<file path="src/rtl/ps2_host_tx.sv">
// ps2_host_tx -- PS/2 host-to-device command transmitter.
//
// Sends one byte to a keyboard/mouse using the host-to-device frame:
// inhibit the clock line, request-to-send by pulling data low, then
// release the clock and let the device clock out 8 data bits (LSB first),
// odd parity and a stop bit. The device then acknowledges by holding data
// low on the 11th clock. Only open-drain pull-low enables are produced;
// the top level turns them into tristate pad drivers.
//
// Ports:
//   clk                clock
//   reset              asynchronous active-low reset
//   send_cmd           one-cycle request, honoured only when idle
//   cmd_byte           byte to send, captured with send_cmd
//   ps2_clk_i          raw PS2_CLK line level (asynchronous)
//   ps2_dat_i          raw PS2_DAT line level (asynchronous)
//   ps2_clk_drive_low  1 = pull PS2_CLK low
//   ps2_dat_drive_low  1 = pull PS2_DAT low
//   busy               high from the cycle after acceptance until idle again
//   cmd_sent           one-cycle pulse, frame acknowledged by device
//   cmd_error          one-cycle pulse, timeout or missing acknowledge
module ps2_host_tx #(
    parameter int unsigned CLK_HOLD      = 5000,
    parameter int unsigned START_TIMEOUT = 750000,
    parameter int unsigned BIT_TIMEOUT   = 100000
) (
    input  logic       clk,
    input  logic       reset,
    input  logic       send_cmd,
    input  logic [7:0] cmd_byte,
    input  logic       ps2_clk_i,
    input  logic       ps2_dat_i,
    output logic       ps2_clk_drive_low,
    output logic       ps2_dat_drive_low,
    output logic       busy,
    output logic       cmd_sent,
    output logic       cmd_error
);

    localparam logic [19:0] HOLD_LAST  = 20'(CLK_HOLD - 1);
    localparam logic [19:0] START_LAST = 20'(START_TIMEOUT - 1);
    localparam logic [19:0] BIT_LAST   = 20'(BIT_TIMEOUT - 1);

    typedef enum logic [2:0] {
        IDLE, INHIBIT, RTS, SEND, WAIT_IDLE, DONE, ERR
    } state_t;

    state_t      state, state_n;
    logic [19:0] cnt, cnt_n;
    logic [3:0]  nbit, nbit_n;     // device falling edges seen so far
    logic [7:0]  shift, shift_n;
    logic        parity, parity_n;
    logic        dat_low_n;
    logic        clk_s1, clk_s2, clk_prev, dat_s1, dat_s2;
    logic        fe;
    logic [19:0] limit_last;

    assign fe = clk_prev & ~clk_s2;
    // The first device edge may take much longer than later ones.
    assign limit_last = (nbit == 4'd0) ? START_LAST : BIT_LAST;

    always_comb begin
        state_n   = state;
        cnt_n     = cnt;
        nbit_n    = nbit;
        shift_n   = shift;
        parity_n  = parity;
        dat_low_n = ps2_dat_drive_low;
        unique case (state)
            IDLE: begin
                if (send_cmd) begin
                    shift_n  = cmd_byte;
                    parity_n = ~^cmd_byte;
                    nbit_n   = 4'd0;
                    cnt_n    = 20'd0;
                    state_n  = INHIBIT;
                end
            end
            INHIBIT: begin
                if (cnt == HOLD_LAST) begin
                    cnt_n   = 20'd0;
                    state_n = RTS;
                end else begin
                    cnt_n = cnt + 20'd1;
                end
            end
            RTS: begin
                cnt_n   = 20'd0;
                state_n = SEND;
            end
            SEND: begin
                if (fe) begin
                    cnt_n  = 20'd0;
                    nbit_n = nbit + 4'd1;
                    if (nbit < 4'd8) begin
                        dat_low_n = ~shift[0];
                        shift_n   = {1'b0, shift[7:1]};
                    end else if (nbit == 4'd8) begin
                        dat_low_n = ~parity;
                    end else if (nbit == 4'd9) begin
                        dat_low_n = 1'b0;           // stop bit: release data
                    end else begin
                        // 11th edge: device must be holding data low as ACK
                        state_n = dat_s2 ? ERR : WAIT_IDLE;
                    end
                end else if (cnt == limit_last) begin
                    state_n = ERR;
                end else begin
                    cnt_n = cnt + 20'd1;
                end
            end
            WAIT_IDLE: begin
                if (clk_s2 && dat_s2) begin
                    state_n = DONE;
                end else if (cnt == BIT_LAST) begin
                    state_n = ERR;
                end else begin
                    cnt_n = cnt + 20'd1;
                end
            end
            DONE:    state_n = IDLE;
            ERR:     state_n = IDLE;
            default: state_n = IDLE;
        endcase
        // Data is only ever pulled low for the start bit and data/parity bits.
        if (state_n == RTS) begin
            dat_low_n = 1'b1;
        end else if (state_n != SEND) begin
            dat_low_n = 1'b0;
        end
    end

    always_ff @(posedge clk or negedge reset) begin
        if (!reset) begin
            state             <= IDLE;
            cnt               <= 20'd0;
            nbit              <= 4'd0;
            shift             <= 8'd0;
            parity            <= 1'b0;
            clk_s1            <= 1'b1;
            clk_s2            <= 1'b1;
            clk_prev          <= 1'b1;
            dat_s1            <= 1'b1;
            dat_s2            <= 1'b1;
            ps2_clk_drive_low <= 1'b0;
            ps2_dat_drive_low <= 1'b0;
            busy              <= 1'b0;
            cmd_sent          <= 1'b0;
            cmd_error         <= 1'b0;
        end else begin
            clk_s1            <= ps2_clk_i;
            clk_s2            <= clk_s1;
            clk_prev          <= clk_s2;
            dat_s1            <= ps2_dat_i;
            dat_s2            <= dat_s1;
            state             <= state_n;
            cnt               <= cnt_n;
            nbit              <= nbit_n;
            shift             <= shift_n;
            parity            <= parity_n;
            // Outputs decoded from the next state so they line up with it.
            ps2_clk_drive_low <= (state_n == INHIBIT) || (state_n == RTS);
            ps2_dat_drive_low <= dat_low_n;
            busy              <= (state_n != IDLE);
            cmd_sent          <= (state_n == DONE);
            cmd_error         <= (state_n == ERR);
        end
    end

endmodule
</file>
<file path="config.mk">
export PLATFORM = sky130hd
export DESIGN_NAME = ps2_host_tx
export DESIGN_NICKNAME = d
export VERILOG_FILES = /design/src/rtl/ps2_host_tx.sv
export SDC_FILE = /design/constraint.sdc
export NUM_CORES = 1
export LEC_CHECK = 0
export BUFFER_PORTS_ARGS = -buffer_cell sky130_fd_sc_hd__clkbuf_2
export CAP_MARGIN = 15
export CORE_UTILIZATION = 52
export CTS_CLUSTER_DIAMETER = 50
export DETAILED_ROUTE_END_ITERATION = 8
export PLACE_DENSITY = 0.76
export SLEW_MARGIN = 40
export SYNTH_ARGS = -nofsm -noshare
export SYNTH_HDL_FRONTEND = slang
export SYNTH_SLANG_ARGS = --single-unit
</file>
<file path="constraint.sdc">
create_clock -name clk -period 5.8 [get_ports clk]
set_input_delay 1.16 -clock clk [delete_from_list [all_inputs] [get_ports clk]]
set_output_delay 1.16 -clock clk [all_outputs]
set_load 0.02 [all_outputs]
</file>
**After elaboration in Yosys (flattened, before gate mapping)**

Cells that the tools add are included.

- Flip-flop bits (word level): 46
- Bits in latches: 0
- RAM bits: 0
- Memory bits (read-only): 0
- Input port bits: 13
- Output and inout bits: 5
- Logic and storage cells: 91
- Memories: 0

- $add $sub $neg: 2
- Multipliers: 0
- Divide/modulo/power cells: 0
- Order comparisons: 1
- Equal/unequal tests: 20
- Shifts and indexed selects: 0
- Multiplexer cells: 33
- Bitwise logic cells: 4
- Reductions and logical operators: 16

Operators by type and width:

| operator | number |
|---|---|
| 2-to-1 mux 20 bit | 7 |
| case mux 20 bit (5 select lines) | 1 |
| 2-to-1 mux 3 bit | 9 |
| 2-to-1 mux 8 bit | 3 |
| adder 20 x 1 -> 20 bit (second input constant) | 1 |
| == test 20 x 13 -> 1 bit (second input constant) | 1 |
| == test 20 x 17 -> 1 bit (second input constant) | 1 |
| == test 20 bit | 1 |
| case mux 8 bit (2 select lines) | 1 |
| case mux 3 bit (5 select lines) | 1 |
| != test 2 bit (second input constant) | 5 |
| nonzero test 5 bit | 2 |
| == test 3 x 2 -> 1 bit (second input constant) | 3 |
| == test 3 bit (second input constant) | 3 |
| nonzero test 3 bit | 3 |
| == test 4 bit (second input constant) | 2 |
| 2-to-1 mux 4 bit | 2 |
| case mux 4 bit (2 select lines) | 1 |
| XNOR reduction 8 bit | 1 |
| 2-to-1 mux 1 bit | 7 |
| == test 3 x 1 -> 1 bit (second input constant) | 2 |
| AND reduction 3 bit | 2 |
| AND reduction 5 bit | 1 |
| adder 4 x 1 -> 4 bit (second input constant) | 1 |
| other kinds (13) | 15 |

**Longest topological paths before layout**

Gate-level depths: netlist of the first run.

- Depth in word-level cells: 9
- Gate-level depth with buffers: 10
- Gate-level depth less buffers: 9

**Worst setup path after synthesis of the first run**

OpenSTA, ideal clock, no wires.

- Kind: input to register
- Start: input port send_cmd
- End: register shift[0]
- Setup time: 0.141 ns
- Arrival time: 2.310 ns
- Data required time: 5.659 ns
- Slack: 3.350 ns
- Stages on the path: 5
- Path buffers: 1
- Cell sequence: nor4b_1 > o21ai_0 > clkbuf_1 > nand2_1 > o21ai_0

- Cells in the longest elaborated chain, start to end: 2

RTL lines:

| item | line | source |
|---|---|---|
| start, declared | 29 | `input logic send_cmd,` |
| != test 2 bit (no line) | -- |  |
| AND reduction 4 bit (no line) | -- |  |
| end signal, assigned | 159 | `shift <= shift_n;` |
| end, declared | 51 | `logic [7:0] shift, shift_n;` |

Every way passes these cells.
A chain may end at the register's enable or synchronous reset.

**Worst setup path after layout of the first run**

- Start: register cnt[10]
- End: register cnt[3]

- Cells in the longest elaborated chain, start to end: 3
- Elaborated cells on any way between the ends: 8
- Classes of those cells: 5 x eq/ne; 2 x mux; 1 x reduce/logical

RTL lines:

| item | line | source |
|---|---|---|
| start, declared | 49 | `logic [19:0] cnt, cnt_n;` |
| start signal, assigned | 157 | `cnt <= cnt_n;` |
| == test 20 bit (tied with other cells) | 106 | `end else if (cnt == limit_last) begin` |
| != test 3 bit (no line) (tied with other cells) | -- |  |
| AND reduction 5 bit (no line) or case mux 20 bit (5 select lines) (tied branches) | -- |  |

Several ways; a longest one is shown, not always the timed one.

==> qor.yml, run 1 <==
wl_met1_mm: 2.35
synthAdderAreaFrac: 0.0197
syn2layout_area_growth_pct: 8.21
via_per_inst: 5.80
synth_top_family_by_area: "simple AND/OR/NAND/NOR gates"
routed.top_layer: "met4"
clk_latency_ps: 300
worstPathRequired_ps: 5980
drv_cap: 0
n_antenna_cell: 0
start_util: 0.539
num_rows: 25
vias: 2041
min_period_ps: 3140
setup_viol: 0
synth_warnings: 0
synth-seq-cells: 46
fill_cells: 409
drc: 0
drtIter0Drc: 131
route.antenna.remaining_nets: 0
port-buffer-count: 17
synth_area_leader_cell: "dfrtp_1"
synth_top_area_frac: 0.403
nets: 301
crit_slowest_cell: "or3_1"
critPathMaxFanout: 19
dr.pass1.iters: 4
synth-edff-count: 0
die_y_um: 72.0
coreArea_sq_um: 4720
syn_nets: 287
critPathLaunchType: "flip-flop"
synth_ff_type: "dfrtp_1"
setup_tns_ps: 0
synthXorXnorAreaFrac: 0.0310
grt_pass1_wl_mm: 8.62
tightest_slew_ps: 702
drive_gt1_frac: 0.144
synth_area_per_cell_sq_um: 9.43
post_cts_buffers: 0
synth.most_common_cell: "dfrtp_1"
post-dp-hpwl_mm: 3.51
post_drt_wl_per_cell_um: 14.4
hp-class: "reg2reg"
numCtsBuffers: 5
fin_skew_ps: 11.4
cp_num_buf_inv: 0
fp.dieArea_sq_um: 5180
track_usage: 0.217
wl_met3_um: 239
synth.area.top_cells: "dfrtp_1, o21ai_0, dfstp_2, nand2_1, nor2_1"
wl_mm: 5.07
synthMuxAreaShare: 0.0315
syn_area_sq_um: 2540
synthArstFlopShare: 1.00
critPathMaxStageDelay_ps: 650
cp.arrival_ps: 3320
clock-sinks: 46
antenna_found_initial: 0
grt_pass1_vias: 1874
synth_cell_types: 54
fin_cells: 352
die_x_um: 72.0
p_leak_uw: 0.00113
wl_met2_mm: 2.39
cts_hold_buffers: 0
cts-root-buf: "clkbuf_8"
hold_viol: 0
grt_overflow: 0
postCtsResizedCells: 0
p_per_area_nw_per_um2: 361
h-tree-depth: 2
drv_slew: 0
place.gp.congestion: 0.822
criticalPathCategory: "reg2reg"
place_ws_ps: 2730
worst_slack_ps: 2660
netlist_top_cells_count: "dfrtp_1, nand2_1, o21ai_0"
fmax_mhz: 319
grt_start_max_net_pins: 47
cts_buffer_depth: 2
post-route-period-util: 0.541
io_pins: 18
synth_compound_area_frac: 0.158
slew_headroom: 0.530
synth-simple-area-share: 0.274
outcome: "finished, final reports clean"
seq_area_frac_synth: 0.455
tritoncts: "done"
ir_drop_v: 0.000203
syn-instance-count: 270
rsz0062_at_grt: "no"
numPlacedInstances: 344
crit_chain: "or4b_4 -> nor4_4 -> a31oi_2 -> nor3_4 -> or3_1 -> or3b_1 -> nand2_1"
path_clk_slew_ps: 80
cp-end-kind: "flip-flop"
crit_family: "simple AND/OR/NAND/NOR gates"
==> flip-flops by register name, indices dropped and copies added (netlist names), 3 cells and up <==
register and cells:
cnt 20, shift 8, nbit 4, state 3
==> metrics by stage <==
stage               hold slack (ps)  power (uW)  instance area [sq um]  utilization
CTS                             360         999                   2750        0.582
detailed placement              347         798                   2660        0.563
finish                          359         995                   2750        0.583
global route                    364        1070                   2750        0.583
floorplan                       345         717                   2540            -
global placement                346         783                   2650        0.562
==> logic make-up (layout without fill, tap and decap cells) <==
group | after synthesis | count (layout)
AO/OA/AOI/OAI | 65 | 65
flip-flops | 46 | 46
XOR/XNOR | 9 | 9
multiplexers | 8 | 8
AND/OR/NAND/NOR | 124 | 124
adder cells (fa/ha/maj) | 4 | 4
buffers and inverters | 14 | 29
==> worst paths after layout <==
check | from | to | slack, ps | depth (start not counted)
worst min-delay path | clk_s1 | clk_s2 | 360 | 0
min in group asynchronous | reset | cnt[7] | 930 | 2
worst min register to register | clk_s1 | clk_s2 | 360 | 0
max in group asynchronous | reset | nbit[1] | 4470 | 2
worst max register to register | cnt[10] | cnt[3] | 2660 | 7
worst max-delay path | cnt[10] | cnt[3] | 2660 | 7
==> worst reg2reg max path, cell delays in order, from the launching register on <==
cell	delay [ps]
dfrtp_1	470
or4b_4	560
nor4_4	340
a31oi_2	170
nor3_4	570
or3_1	650
or3b_1	210
nand2_1	50
==> layout by cell type (no fill, tap or decap), drive strengths merged, types with 5 or more instances in the layout <==
| master | n |
|---|---|
| xnor2 | 6 |
| clkbuf | 24 |
| mux2i | 8 |
| nand2b | 8 |
| o21ai | 36 |
| nand2 | 33 |
| nor2 | 26 |
| dfrtp | 41 |
| dfstp | 5 |
| o31ai | 10 |
| nand3 | 10 |
| a31oi | 6 |
==> area by class of cell <==
cell class / count / area (sq um) / share of cell area
Multi-Input combinational cell: 210 / 1320 / 0.478
Sequential cell: 46 / 1160 / 0.420
Timing Repair Buffer: 18 / 92.6 / 0.0336
Clock buffer: 7 / 86.3 / 0.0313
Tap cell: 67 / 83.8 / 0.0304
Inverter: 3 / 11.3 / 0.00409
Clock inverter: 1 / 5.00 / 0.00182
==> routing by layer <==
layer,track usage,up-vias
met2,0.351,52
li1,-,1002
met5,0,-
met1,0.286,981
met3,0.0444,6
met4,0.0893,0
==> where the power goes <==
group          switching, uW  leakage [uW]  internal (uW)
Sequential               130      0.000568            418
Combinational            134      0.000517            113
Clock                    104     0.0000482           96.2
Total                    368       0.00113            627
(Power assumes the default switching activity.)
==> run 2, diff against run 1 <==
- PLACE_DENSITY: 0.76 -> 0.79
- clock period: 5.8 -> 2.8 ns (I/O delays scaled with it)
==> qor.yml, run 2 (synthesis gave the netlist of run 1 again) <==
outcome: "finished, final reports clean"
crit_chain: "inv_1 -> ha_1 -> nor3b_1 -> nor2_1 -> a32oi_1 -> nor2_1 -> or3_1 -> buf_4 -> o31ai_1"
total_power_uw: 2090  # +110%
r2r_start: "nbit[0]"
min_period_ps: 2560  # -578 ps
clock_power_share: 0.205  # +0.004
grt_start_max_net_pins: 29  # -38%
hp-class: "in2async"
tritoncts: "done"
layout_commonest_cell: "dfrtp_1"
antenna_found_initial: 0  # unchanged
post-dp-hpwl_mm: 3.78  # +7.6%
fp.dieArea_sq_um: 5180  # unchanged
worstPathRequired_ps: 3010  # -2970 ps
seqPwrFrac: 0.545  # -0.006
fmax_mhz: 391  # +23%
fill_cells: 415  # +1.5%
num_rows: 25  # unchanged
drtIter0Drc: 196  # +50%
route.antenna.remaining_nets: 0  # unchanged
drive_gt1_frac: 0.158  # +0.0142
power.switching_uw: 801  # +120%
largestRegisters: "cnt x20, shift x8, nbit x4"
syn2layout_area_growth_pct: 9.83
post-route-period-util: 0.914  # +0.373
post_cts_buffers: 0  # unchanged
numPlacedInstances: 350  # +1.7%
p_per_area_nw_per_um2: 749  # +110%
setup_tns_ps: 0  # unchanged
grt_pass1_vias: 1919  # +2.4%
post_drt_wl_per_cell_um: 14.5  # +0.55%
die_x_um: 72.0  # unchanged
wl_mm: 5.19  # +2.3%
grt_pass1_wl_mm: 9.00  # +4.4%
internal-power_uw: 1290  # +110%
critPathMaxStageDelay_ps: 500  # -150 ps
postCtsResizedCells: 0  # unchanged
port-buffer-count: 17  # unchanged
path_clk_slew_ps: 90  # about the same
die_y_um: 72.0  # unchanged
hold_viol: 0  # unchanged
critPathLaunchType: "flip-flop"
cp_num_buf_inv: 2  # +2
ir_drop_v: 0.000364  # +79%
drv_cap: 0  # unchanged
worstSetupStartpoint: "nbit[0]"
setup_viol: 0  # unchanged
regMostFlops: "cnt"
io_pins: 18  # unchanged
r2r_setup_slack_ps: 240  # -2420 ps
via_per_inst: 5.89  # +1.5%
fin_skew_ps: 8.02  # -3.36 ps
drc: 0  # unchanged
slew_headroom: 0.641  # +0.111
crit_family: "simple AND/OR/NAND/NOR gates"
cpMostUsedCell: "nor2_1"
coreArea_sq_um: 4720  # unchanged
clk_latency_ps: 300  # about the same
cp-end-kind: "flip-flop"
switching_share: 0.383  # +0.0124
cts_hold_buffers: 0  # unchanged
fin_cells: 358  # +1.7%
n_antenna_cell: 0  # unchanged
rsz0062_at_grt: "no"
track_usage: 0.221  # +0.00430
clock-sinks: 46  # unchanged
critPathMaxFanout: 12  # -7
crit_slowest_cell: "or3_1"
criticalPathCategory: "reg2reg"
largest_reg_flops: 20  # unchanged
cts-root-buf: "clkbuf_8"
tightest_slew_ps: 533  # -169 ps
h-tree-depth: 2  # unchanged
drv_slew: 0  # unchanged
p_leak_uw: 0.00116  # +2.6%
numCtsBuffers: 5  # unchanged
cp.arrival_ps: 2770  # -550 ps
grt_overflow: 0  # unchanged
comb_power_share: 0.250  # +0.002
vias: 2107  # +3.2%
cts_buffer_depth: 2  # unchanged
final_cell_mix: "dfrtp_1, nand2_1, o21ai_0, nor2_1, clkbuf_2"
place.gp.congestion: 0.863  # +4.9%
dr.pass1.iters: 4  # unchanged
start_util: 0.539  # unchanged
nets: 307  # +2.0%
==> run 2: cell types whose count changed in the layout (fill, tap and decap cells not counted), sizes merged <==
| cell | before | now |
|---|---|---|
| inv | 3 | 5 |
| buf | 1 | 7 |
| clkbuf | 24 | 22 |
==> run 2: layer usage <==
metal / track usage / part of all wire
met1: 0.307 / 0.47
met4: 0.0697 / 0.011
met3: 0.0431 / 0.036
met5: 0 / 0
met2: 0.353 / 0.48
==> run 2: stage by stage <==
step / setup slack [ps] / hold WS [ps] / utilization / area (sq um)
final: 242 / 181 / 0.592 / 2800
after CTS: 216 / 196 / 0.592 / 2800
after floorplan: 535 / 264 / - / 2540
after detailed placement: 229 / 348 / 0.571 / 2700
after global placement: 341 / 349 / 0.571 / 2700
after global routing: 11.8 / 222 / 0.592 / 2800
==> run 2: worst reg2reg max path, cell delays in order (launching register included) <==
cell and delay (ps):
dfrtp_1 460, inv_1 90, ha_1 180, nor3b_1 280, nor2_1 70, a32oi_1 290, nor2_1 80, or3_1 500
buf_4 240, o31ai_1 260
==> run 2: power groups by stage <==
stage / Combinational (uW) / Clock, uW / Sequential (uW)
after CTS: 529 / 442 / 1130
after global routing: 611 / 466 / 1160
final: 523 / 429 / 1140
after detailed placement: 530 / 0 / 1140
after global placement: 499 / 0 / 1130
after floorplan: 449 / 0 / 1040
==> run 2: path summary, 6_finish.rpt <==
check	cells past startpoint	to
min reg2reg	0	clk_s2
min	1	ps2_clk_drive_low
max reg2reg	9	cnt[12]
min in group clk	1	dat_s1
max in group asynchronous	2	clk_prev
max	9	cnt[12]
==> run 2: final cells by class <==
type	instances	area [sq um]	share of cell area
Tap cell	67	83.8	0.0300
Multi-Input combinational cell	210	1310	0.468
Inverter	3	11.3	0.00403
Clock buffer	5	68.8	0.0246
Timing Repair Buffer	24	138	0.0492
Sequential cell	46	1160	0.414
Clock inverter	3	28.8	0.0103
